[src/rtl/aux_perf_monitor.sv]
// Multi-channel event counters with a freezable snapshot readout.
// Define PERF_SATURATE_EN to make counters saturate instead of wrap.
module aux_perf_monitor #(
  parameter int ChCnt  = 8,
  parameter int CntBit = 32,
  parameter int SelBit = 4
) (
  input  logic              clk,
  input  logic              rst_n,
  input  logic              en,
  input  logic [ChCnt-1:0]  evt,
  input  logic              clr,
  input  logic              freeze,
  input  logic [SelBit-1:0] sel,
  output logic [31:0]       data,
  output logic [ChCnt-1:0]  ovf,
  output logic              frozen
);

  typedef enum logic {LIVE, FROZEN} state_t;

  state_t            state;
  logic [CntBit-1:0] cnt [ChCnt];
  logic [CntBit-1:0] shd [ChCnt];
  logic [CntBit-1:0] pick;

  always_ff @(posedge clk or negedge rst_n) begin
    if (!rst_n) begin
      state <= LIVE;
    end else begin
      unique case (state)
        LIVE:    if (freeze) state <= FROZEN;
        FROZEN:  if (!freeze) state <= LIVE;
        default: state <= LIVE;
      endcase
    end
  end

  assign frozen = (state == FROZEN);

  // Shadows sample pre-increment counts on the LIVE->FROZEN edge.
  always_ff @(posedge clk or negedge rst_n) begin
    if (!rst_n) begin
      for (int i = 0; i < ChCnt; i++) begin
        cnt[i] <= '0;
        shd[i] <= '0;
      end
      ovf <= '0;
    end else if (clr) begin
      for (int i = 0; i < ChCnt; i++) begin
        cnt[i] <= '0;
        shd[i] <= '0;
      end
      ovf <= '0;
    end else begin
      for (int i = 0; i < ChCnt; i++) begin
        if (en && evt[i]) begin
          if (&cnt[i]) begin
            ovf[i] <= 1'b1;
`ifdef PERF_SATURATE_EN
            cnt[i] <= cnt[i];
`else
            cnt[i] <= '0;
`endif
          end else begin
            cnt[i] <= cnt[i] + CntBit'(1);
          end
        end
        if (state == LIVE && freeze) shd[i] <= cnt[i];
      end
    end
  end

  // Out-of-range selects fall through to zero.
  always_comb begin
    pick = '0;
    for (int i = 0; i < ChCnt; i++) begin
      if (sel == SelBit'(i)) begin
        pick = (state == FROZEN) ? shd[i] : cnt[i];
      end
    end
  end

  always_ff @(posedge clk or negedge rst_n) begin
    if (!rst_n) begin
      data <= '0;
    end else begin
      data <= 32'(pick);
    end
  end

endmodule

[config.mk]
export PLATFORM = sky130hd
export DESIGN_NAME = aux_perf_monitor
export DESIGN_NICKNAME = d
export VERILOG_FILES = /design/src/rtl/aux_perf_monitor.sv
export SDC_FILE = /design/constraint.sdc
export NUM_CORES = 1
export LEC_CHECK = 0
export CAP_MARGIN = 30
export CORE_MARGIN = 2
export CORE_UTILIZATION = 42
export CTS_CLUSTER_DIAMETER = 100
export DETAILED_ROUTE_END_ITERATION = 16
export PLACE_DENSITY_LB_ADDON = 0.1
export SLEW_MARGIN = 20
export SYNTH_ARGS = -nofsm -noshare
export SYNTH_HDL_FRONTEND = slang
export SYNTH_SLANG_ARGS = --single-unit
[constraint.sdc]
create_clock -name clk -period 2.53 [get_ports clk]
set_input_delay 0.506 -clock clk [delete_from_list [all_inputs] [get_ports clk]]
set_output_delay 0.506 -clock clk [all_outputs]
set_load 0.01 [all_outputs]
==> results of run 1 <==
[layout by cell type (no fill, tap or decap), types with 24 or more instances in the layout]
master                            synthesis  final
sky130_fd_sc_hd__buf_4                    1    199
sky130_fd_sc_hd__and3_1                  31     31
sky130_fd_sc_hd__mux4_2                  62     62
sky130_fd_sc_hd__or3_1                   24     24
sky130_fd_sc_hd__and4_1                  25     25
sky130_fd_sc_hd__o22ai_1                 37     36
sky130_fd_sc_hd__buf_12                   0     39
sky130_fd_sc_hd__xnor2_1                108    108
sky130_fd_sc_hd__inv_1                   36     36
sky130_fd_sc_hd__nor2_1                 307    307
sky130_fd_sc_hd__a21oi_1                304    304
sky130_fd_sc_hd__nand3_1                104    104
sky130_fd_sc_hd__nand2_1                634    634
sky130_fd_sc_hd__xor2_1                  80     80
sky130_fd_sc_hd__dfrtp_1                553    552
sky130_fd_sc_hd__nand4_1                 93     93
sky130_fd_sc_hd__mux2i_1                137    133
sky130_fd_sc_hd__nor3_1                  67     67
sky130_fd_sc_hd__clkdlybuf4s50_1          0     54
sky130_fd_sc_hd__o21ai_0                 30     29
sky130_fd_sc_hd__and2_1                  24     24
sky130_fd_sc_hd__clkbuf_16                0     68
sky130_fd_sc_hd__a211oi_1                31     31
sky130_fd_sc_hd__nor4_1                  34     34
[flip-flops by register name, summed over array words and instances (netlist names)]
name	count
shd	256
cnt	256
ovf	8
data	32
frozen	1
[timing repair]
action	4_1_cts	5_1_grt
pin swaps	0	2
setup endpoints to repair	20	13
hold buffers	1	0
gates cloned	0	0
gates resized for setup	36	12
endpoints found under the hold margin	16	0
setup buffers	1	0
[synthesized netlist by cell type, types with 9 or more instances]
| cell | number | area share (%) |
|---|---|---|
| sky130_fd_sc_hd__buf_1 | 28 | 0.37 |
| sky130_fd_sc_hd__nand3_1 | 104 | 1.8 |
| sky130_fd_sc_hd__a21oi_1 | 304 | 5.3 |
| sky130_fd_sc_hd__nor4_1 | 34 | 0.74 |
| sky130_fd_sc_hd__mux2i_1 | 137 | 4.8 |
| sky130_fd_sc_hd__buf_2 | 23 | 0.40 |
| sky130_fd_sc_hd__inv_1 | 36 | 0.47 |
| sky130_fd_sc_hd__and2_1 | 24 | 0.53 |
| sky130_fd_sc_hd__and4_1 | 25 | 0.77 |
| sky130_fd_sc_hd__nor2b_1 | 9 | 0.20 |
| sky130_fd_sc_hd__a31oi_1 | 18 | 0.39 |
| sky130_fd_sc_hd__a2111oi_0 | 28 | 0.86 |
| sky130_fd_sc_hd__o21ai_0 | 30 | 0.53 |
| sky130_fd_sc_hd__mux4_2 | 62 | 4.9 |
| sky130_fd_sc_hd__nor2_1 | 307 | 4.0 |
| sky130_fd_sc_hd__dfrtp_1 | 553 | 48 |
| sky130_fd_sc_hd__nor3_1 | 67 | 1.2 |
| sky130_fd_sc_hd__xnor2_1 | 108 | 3.3 |
| sky130_fd_sc_hd__o22ai_1 | 37 | 0.81 |
| sky130_fd_sc_hd__or3_1 | 24 | 0.53 |
| sky130_fd_sc_hd__and3_1 | 31 | 0.68 |
| sky130_fd_sc_hd__xor2_1 | 80 | 2.5 |
| sky130_fd_sc_hd__nand4_1 | 93 | 2.0 |
| sky130_fd_sc_hd__nand2_1 | 634 | 8.3 |
| sky130_fd_sc_hd__a211oi_1 | 31 | 0.81 |
| sky130_fd_sc_hd__clkbuf_1 | 153 | 2.0 |
[cells by family (layout without fill, tap and decap cells)]
kind of cell,Yosys count,after routing
adder cells (fa/ha/maj),8,8
AND/OR/NAND/NOR,1396,1396
flip-flops,553,553
multiplexers,203,203
AO/OA/AOI/OAI,497,497
XOR/XNOR,188,188
buffers and inverters,244,453
[worst max-delay path: cells and delay by family (launching register included)]
family / cells / cell delay, ns
AOI/OAI and AO/OA: 2 / 0.47
buffers and inverters: 3 / 0.65
DFF: 1 / 0.54
muxes: 1 / 0.63
[final timing paths]
check                       start  endpoint  slack, ns  depth (start not counted)
hold / removal                clr   shd[34]       0.22                          2
max in group asynchronous   rst_n  cnt[128]       1.16                          3
setup / recovery           frozen  data[30]       0.04                          6
min in group asynchronous   rst_n   cnt[95]       0.38                          2
hold reg to reg            ovf[1]    ovf[1]       0.50                          2
setup reg to reg           frozen  data[30]       0.04                          6
[stage by stage]
stage | total power [mW] | std cells | utilization, % | cell area, um2
6_report | 20.11 | 4171 | 50.89 | 34240
3_5_place_dp | 10.50 | 4053 | 47.23 | 31770
2_1_floorplan | 9.686 | 3089 | - | 28570
5_1_grt | 20.79 | 4171 | 50.89 | 34240
3_3_place_gp | 10.48 | 4050 | 47.18 | 31740
4_1_cts | 20.34 | 4171 | 50.84 | 34200
[layer usage]
metal | share of wire (%) | routed length [um] | vias to the layer above | global-route usage, %
li1 | - | - | 11120 | -
met4 | 3.1 | 2878 | 4 | 8.307
met1 | 45 | 41460 | 12060 | 36.94
met5 | 0.028 | 26 | - | 0
met2 | 46 | 42560 | 630 | 41.37
met3 | 5.6 | 5193 | 135 | 5.081
[power by group through the flow]
stage / combinational, mW / clock (mW) / sequential (mW)
2_1_floorplan: 0.571 / 0 / 9.12
3_3_place_gp: 1.36 / 0 / 9.12
3_5_place_dp: 1.38 / 0 / 9.12
4_1_cts: 1.41 / 9.97 / 8.96
5_1_grt: 1.50 / 10.3 / 8.96
6_report: 1.40 / 9.75 / 8.96
[layout make-up]
cell class              instances  area share (%)
well taps                     873           3.190
repair buffers                300           8.515
inverters                      37          0.4056
flip-flops and latches        553           40.43
multi-input cells            2292           41.03
clock inverters                19          0.7053
clock buffers                  97           5.726
==> results_tabular.tex, run 1 <==
\begin{tabular}{lr}
\hline
Metric & Value \\
\hline
\multicolumn{2}{l}{\textbf{Status}} \\
\quad Run status & complete, no violations \\
\multicolumn{2}{l}{\textbf{Global route}} \\
\quad Antenna violations before repair & 2 \\
\quad Wire length of the first global-routing pass & 142500 um \\
\quad Overall fraction of global-route tracks in use & 26.37\% \\
\quad Total congestion overflow & 0 \\
\quad Maximum number of pins on one net before global-route repair & 90 \\
\quad Vias in the first global route & 23.54k \\
\multicolumn{2}{l}{\textbf{Clock network}} \\
\quad Buffer depth of the longest clock path & 3 \\
\quad TritonCTS clock tree & yes \\
\quad Root Driver & sky130\_fd\_sc\_hd\_\_clkbuf\_16 \\
\quad Clock Latency Late Sink & 0.61 ns \\
\quad CTS clock-pin slew for the worst setup and hold paths & 0.06 ns \\
\quad Clock buffer count from CTS & 67 \\
\quad Number of sinks on the clock net & 553 \\
\quad CTS H-tree depth & 3 \\
\multicolumn{2}{l}{\textbf{Placement}} \\
\quad Gp weighted congestion & approximately 0.90 \\
\quad Dpl ws & -0.6121 ns \\
\quad Number of buffer cells added on primary ports & 57 \\
\quad Half-perimeter wire length after placement & 65330 um \\
\multicolumn{2}{l}{\textbf{Route}} \\
\quad Drt first-iter violations & $\sim$2.1k \\
\quad WL/cell & 22.08 um \\
\quad Number of DRC violations after detailed routing & 0 \\
\quad Vias per cell & $\sim$5.7 \\
\quad First-pass DRT Iterations & 5 \\
\quad Residual antenna-violating net count after detailed routing & 0 \\
\quad Post-detailed-routing wire length & slightly above 90000 um \\
\quad Total via count after detailed routing & between 20k and 25k \\
\multicolumn{2}{l}{\textbf{Synth}} \\
\quad Number of warnings printed during yosys synthesis & 0 \\
\quad Cells after Synth & roughly 3.1k \\
\quad Fraction of synthesized cell area in xor and xnor cells & under 10\% \\
\quad Distinct cell type count of the synthesized netlist & between 60 and 70 \\
\quad Flop and latch count out of synthesis & 553 \\
\quad Compound-Gate Fraction of Synth Area & 10.12\% \\
\quad Proportion of register bits with asynchronous set or reset after synthesis & 100.0\% \\
\quad Sequential area share after synthesis & between 40\% and 50\% \\
\quad Dominant combinational cell family by area after synthesis & simple AND/OR/NAND/NOR gates \\
\quad Post-Synth Adder-Cell Area & 0.3503\% \\
\quad Area fraction in and, or, nand and nor cells after synthesis & approximately 22\% \\
\quad Post-Synthesis Net Count & 3114 \\
\quad Synthesized area divided by synthesized cell count & roughly 9.3 um2 \\
\quad Top\_reg\_cell synth & sky130\_fd\_sc\_hd\_\_dfrtp\_1 \\
\quad Proportion of synthesized area in mux cells & about a tenth \\
\quad Post-synth EDFFs & 0 \\
\quad Cell area after synthesis & 0.02857 mm2 \\
\multicolumn{2}{l}{\textbf{STA}} \\
\quad Final Hold Fails & 0 \\
\quad Total Neg Setup Slack & 0 ns \\
\quad Worst hold margin & 0.2187 ns \\
\quad Final-report setup violation count & 0 \\
\quad Portion of the clock cycle consumed by the worst path in the final layout & 98.26\% \\
\quad Worst clock skew on the final layout & about 0.024 ns \\
\quad Time the final worst path needs with I/O delays and setup & around 2.5 ns \\
\quad Number of max-slew violations in the final report & 0 \\
\quad Worst setup slack after layout & between 0.04 and 0.05 ns \\
\quad Slew of the pin with the lowest slew margin & 0.6469 ns \\
\quad Maximum operating frequency & approximately 0.4 GHz \\
\quad Max-slew headroom & about 57\% \\
\quad Setup repair after global routing missed its margin & yes \\
\multicolumn{2}{l}{\textbf{Worst setup path}} \\
\quad Maximum fanout count along the critical path & 33 \\
\quad Critical-path top delay cell & sky130\_fd\_sc\_hd\_\_mux4\_2 \\
\quad Maximum cell stage delay along the critical path & 0.63 ns \\
\quad Critical setup path kind & reg2reg \\
\quad Cell Chain, Critical Path & buf\_12 -> mux4\_2 -> a2111oi\_1 -> buf\_1 -> buf\_4 -> a211oi\_1 \\
\quad Worst setup SP type & flop \\
\quad Data arrival at the endpoint of the critical path & 2.96 ns \\
\quad Element type at the critical path end & flop \\
\quad Worst Path Required & 3.00 ns \\
\multicolumn{2}{l}{\textbf{Power and ir drop}} \\
\quad P\_leak & 13.83 nW \\
\quad VDD IR-drop max & 777.8 uV \\
\quad PD cells & 587.2 mW/mm2 \\
\quad Net switching power & between 4 and 5 mW \\
\quad Switching Share & 24.45\% \\
\quad Int Pwr & 15.19 mW \\
\quad Combinational share of power & 6.9\% \\
\quad Relative contribution of the clock network to total power & 48.5\% \\
\quad Share of total power in sequential cells & 44.6\% \\
\multicolumn{2}{l}{\textbf{Finish}} \\
\quad Ratio of cells with drive above 1 in the final layout & 14.01\% \\
\quad Filler Cells Inserted & 6202 \\
\quad Synth-to-Final Area Change & 19.83\% \\
\quad Area occupied by multi-input gates & approximately 0.014 mm2 \\
\quad Number of antenna repair diodes & 0 \\
\quad Register cell area after layout & 0.01384 mm2 \\
\quad Post-layout net count & 3276 \\
\multicolumn{2}{l}{\textbf{Die}} \\
\quad Io pins & between 50 and 60 \\
\quad Core ar. & 0.06728 mm2 \\
\quad Area of the die & 0.07013 mm2 \\
\quad Std-Cell Rows & 95 \\
\quad Die outline width & 264.8 um \\
\quad Chip Height & around 260 um \\
\quad Initial core utilization & between 40\% and 50\% \\
\multicolumn{2}{l}{\textbf{Min path}} \\
\quad Hold WC Path Type & in2reg \\
\multicolumn{2}{l}{\textbf{Run}} \\
\quad Count of maximum capacitance violations & 0 \\
\hline
\end{tabular}
Note: power is estimated with default switching activity, not from simulation.
==> run 2, diff against run 1 <==
Settings changed: CTS_BUF_LIST from default to sky130_fd_sc_hd__clkbuf_4, HOLD_SLACK_MARGIN from default to 0.06, SLEW_MARGIN 20 to 5.
==> results_tabular.tex, run 2 (synthesis results as in run 1) <==
\begin{tabular}{lr}
\hline
Metric & Value \\
\hline
\multicolumn{2}{l}{\textbf{Route}} \\
\quad Residual antenna-violating net count after detailed routing & 0 (unchanged) \\
\quad First-pass DRT Iterations & 5 (unchanged) \\
\quad Vias per cell & 5.675 (-1.1\%) \\
\quad WL/cell & 21.42 um (-3.0\%) \\
\quad Met2 Wirelength & 43260 um (+1.6\%) \\
\quad Number of DRC violations after detailed routing & 0 (unchanged) \\
\quad Drt first-iter violations & 1965 (-7.2\%) \\
\quad Highest metal layer used by the detailed router & met4 \\
\quad Detailed-routed wire length on met3 & 5442 um (+4.8\%) \\
\quad Total via count after detailed routing & 24.65k (+3.0\%) \\
\quad Post-detailed-routing wire length & 93030 um (+0.99\%) \\
\quad Detailed-route wire length on metal 1 & 41550 um (+0.22\%) \\
\multicolumn{2}{l}{\textbf{Worst setup path}} \\
\quad Maximum fanout count along the critical path & 42 (+27\%) \\
\quad Element type at the critical path end & flop \\
\quad Worst setup SP type & flop \\
\quad Critical Path Source & frozen \\
\quad Worst Path Required & 3.39 ns (+0.39 ns) \\
\quad Worst reg2reg startpoint & frozen \\
\quad Data arrival at the endpoint of the critical path & 3.34 ns (+0.38 ns) \\
\quad Critical setup path kind & reg2reg \\
\multicolumn{2}{l}{\textbf{Die}} \\
\quad Die outline width & 264.8 um (unchanged) \\
\quad Io pins & 58 (unchanged) \\
\quad Core ar. & 0.06728 mm2 (unchanged) \\
\quad Initial core utilization & 42.47\% (unchanged) \\
\quad Std-Cell Rows & 95 (unchanged) \\
\quad Chip Height & 264.8 um (unchanged) \\
\quad Area of the die & 0.07013 mm2 (unchanged) \\
\multicolumn{2}{l}{\textbf{STA}} \\
\quad Worst clock skew on the final layout & 0.05789 ns (+0.03397 ns) \\
\quad Final Hold Fails & 0 (unchanged) \\
\quad Maximum operating frequency & 0.4035 GHz (+0.32\%) \\
\quad Slew of the pin with the lowest slew margin & 0.6605 ns (+0.01353 ns) \\
\quad Time the final worst path needs with I/O delays and setup & 2.478 ns (-0.007942 ns) \\
\quad Number of max-slew violations in the final report & 0 (unchanged) \\
\quad Portion of the clock cycle consumed by the worst path in the final layout & 97.95\% (-0.31 points) \\
\quad Max-slew headroom & 54.83\% (-1.7 points) \\
\quad Worst setup slack after layout & 0.05189 ns (+0.007942 ns) \\
\quad Final-report setup violation count & 0 (unchanged) \\
\multicolumn{2}{l}{\textbf{Placement}} \\
\quad Dpl ws & -0.5947 ns (+0.01739 ns) \\
\quad Half-perimeter wire length after placement & 65410 um (+0.13\%) \\
\quad Gp weighted congestion & 0.9039 (unchanged) \\
\quad Number of buffer cells added on primary ports & 57 (unchanged) \\
\multicolumn{2}{l}{\textbf{Finish}} \\
\quad Filler Cells Inserted & 6323 (+2.0\%) \\
\quad Ratio of cells with drive above 1 in the final layout & 17.43\% (+3.4 points) \\
\quad Most common cell after layout, fill and taps aside & sky130\_fd\_sc\_hd\_\_nand2\_1 \\
\quad Largest registers & cnt x256, shd x256, data x32 \\
\quad Most frequent cells in the layout & 634 x sky130\_fd\_sc\_hd\_\_nand2\_1, 552 x sky130\_fd\_sc\_hd\_\_dfrtp\_1, 307 x sky130\_fd\_sc\_hd\_\_nor2\_1, 304 x sky130\_fd\_sc\_hd\_\_a21oi\_1, 228 x sky130\_fd\_sc\_hd\_\_clkbuf\_4 \\
\quad Area occupied by multi-input gates & 0.01400 mm2 (-0.36\%) \\
\quad Utilization of the core after routing & 50.79\% (-0.11 points) \\
\quad Register cell area after layout & 0.01384 mm2 (unchanged) \\
\quad Synth-to-Final Area Change & 19.58\% \\
\quad Post-layout net count & 3384 (+3.3\%) \\
\multicolumn{2}{l}{\textbf{Clock network}} \\
\quad Root Driver & sky130\_fd\_sc\_hd\_\_clkbuf\_4 \\
\quad Clock buffer count from CTS & 162 (+140\%) \\
\quad CTS clock-pin slew for the worst setup and hold paths & 0.07 ns (about the same) \\
\quad Clock Latency Late Sink & 1.03 ns (+0.42 ns) \\
\quad Number of sinks on the clock net & 553 (unchanged) \\
\quad TritonCTS clock tree & yes \\
\quad Buffer depth of the longest clock path & 3 (unchanged) \\
\quad CTS H-tree depth & 4 (+1) \\
\multicolumn{2}{l}{\textbf{Power and ir drop}} \\
\quad PD cells & 561.9 mW/mm2 (-4.3\%) \\
\quad VDD IR-drop max & 341.7 uV (-56\%) \\
\quad Post-route total power & 19.20 mW (-4.5\%) \\
\quad P\_leak & 14.08 nW (+1.8\%) \\
\multicolumn{2}{l}{\textbf{Global route}} \\
\quad Vias in the first global route & 24.47k (+4.0\%) \\
\quad Total congestion overflow & 0 (unchanged) \\
\quad Wire length of the first global-routing pass & 145000 um (+1.7\%) \\
\quad Maximum number of pins on one net before global-route repair & 90 (unchanged) \\
\quad Antenna violations before repair & 2 (unchanged) \\
\quad Overall fraction of global-route tracks in use & 26.89\% (+0.52 points) \\
\multicolumn{2}{l}{\textbf{Run}} \\
\quad Count of maximum capacitance violations & 0 (unchanged) \\
\multicolumn{2}{l}{\textbf{Min path}} \\
\quad Hold WC Path Type & in2async \\
\multicolumn{2}{l}{\textbf{Status}} \\
\quad Run status & complete, no violations \\
\hline
\end{tabular}
-- run 2: cell types whose count changed in the layout (fill, tap and decap cells not counted), moves of 5 or more --
cell | previous run | this run
sky130_fd_sc_hd__clkbuf_16 | 68 | 0
sky130_fd_sc_hd__diode_2 | 0 | 5
sky130_fd_sc_hd__inv_6 | 8 | 0
sky130_fd_sc_hd__dlygate4sd2_1 | 0 | 18
sky130_fd_sc_hd__clkinv_1 | 1 | 29
sky130_fd_sc_hd__clkbuf_8 | 15 | 0
sky130_fd_sc_hd__clkdlybuf4s50_1 | 54 | 35
sky130_fd_sc_hd__clkbuf_4 | 0 | 228
sky130_fd_sc_hd__clkbuf_1 | 14 | 0
-- run 2: report_power, final --
| group | internal [mW] | total [mW] | switching [mW] |
|---|---|---|---|
| Clock | 4.83 | 8.84 | 4.01 |
| Sequential | 8.90 | 8.96 | 0.0536 |
| Combinational | 0.478 | 1.40 | 0.926 |
-- run 2: area by class of cell --
class                      instances  area share, %
sequential                       553          40.51
inverter                          37         0.4065
timing repair buffer             313          8.785
multi-input combinational       2292          40.97
clock buffer                     228          5.010
clock inverter                    43          1.084
antenna                            5        0.03662
tap                              873          3.197
-- run 2: per-layer routing --
layer  global-route usage [%]  up-vias
li1                         -    11450
met1                    37.16    12320
met2                    41.92      721
met3                    5.100      163
met4                    10.47        0
met5                        0        -
-- run 2: final timing paths --
path	to	slack (ns)	cells past startpoint
max	data[22]	0.05	6
min	cnt[118]	0.20	3
max reg2reg	data[22]	0.05	6
min reg2reg	ovf[1]	0.50	2
max in group asynchronous	cnt[73]	1.18	4
min in group clk	data[0]	0.34	2
-- run 2: timing repair --
action | CTS | global route
gates resized for setup | 60 | 11
hold endpoints to repair | 626 | 0
setup buffers | 2 | 0
setup endpoints to repair | 39 | 10
pin swaps | 0 | 1
cloned | 0 | 0
hold buffers | 5 | 0
-- run 2: worst max-delay path: stages (launching register included) --
cell and delay [ns]:
sky130_fd_sc_hd__dfrtp_4 0.44, sky130_fd_sc_hd__buf_12 0.16, sky130_fd_sc_hd__buf_16 0.27, sky130_fd_sc_hd__mux4_2 0.63, sky130_fd_sc_hd__a2111oi_4 0.53, sky130_fd_sc_hd__buf_4 0.19, sky130_fd_sc_hd__a211oi_1 0.06
-- run 2: stage by stage --
step	instances	cell area, um2	hold WS (ns)	setup TNS [ns]
final	4344	34170	0.2001	0
after global routing	4344	34170	0.1645	-0.02046
after CTS	4338	34100	0.1142	-0.02454
after detailed placement	4060	31790	0.4060	-8.796
after global placement	4050	31740	0.4084	-14.08
after floorplan	3089	28570	0.2104	0
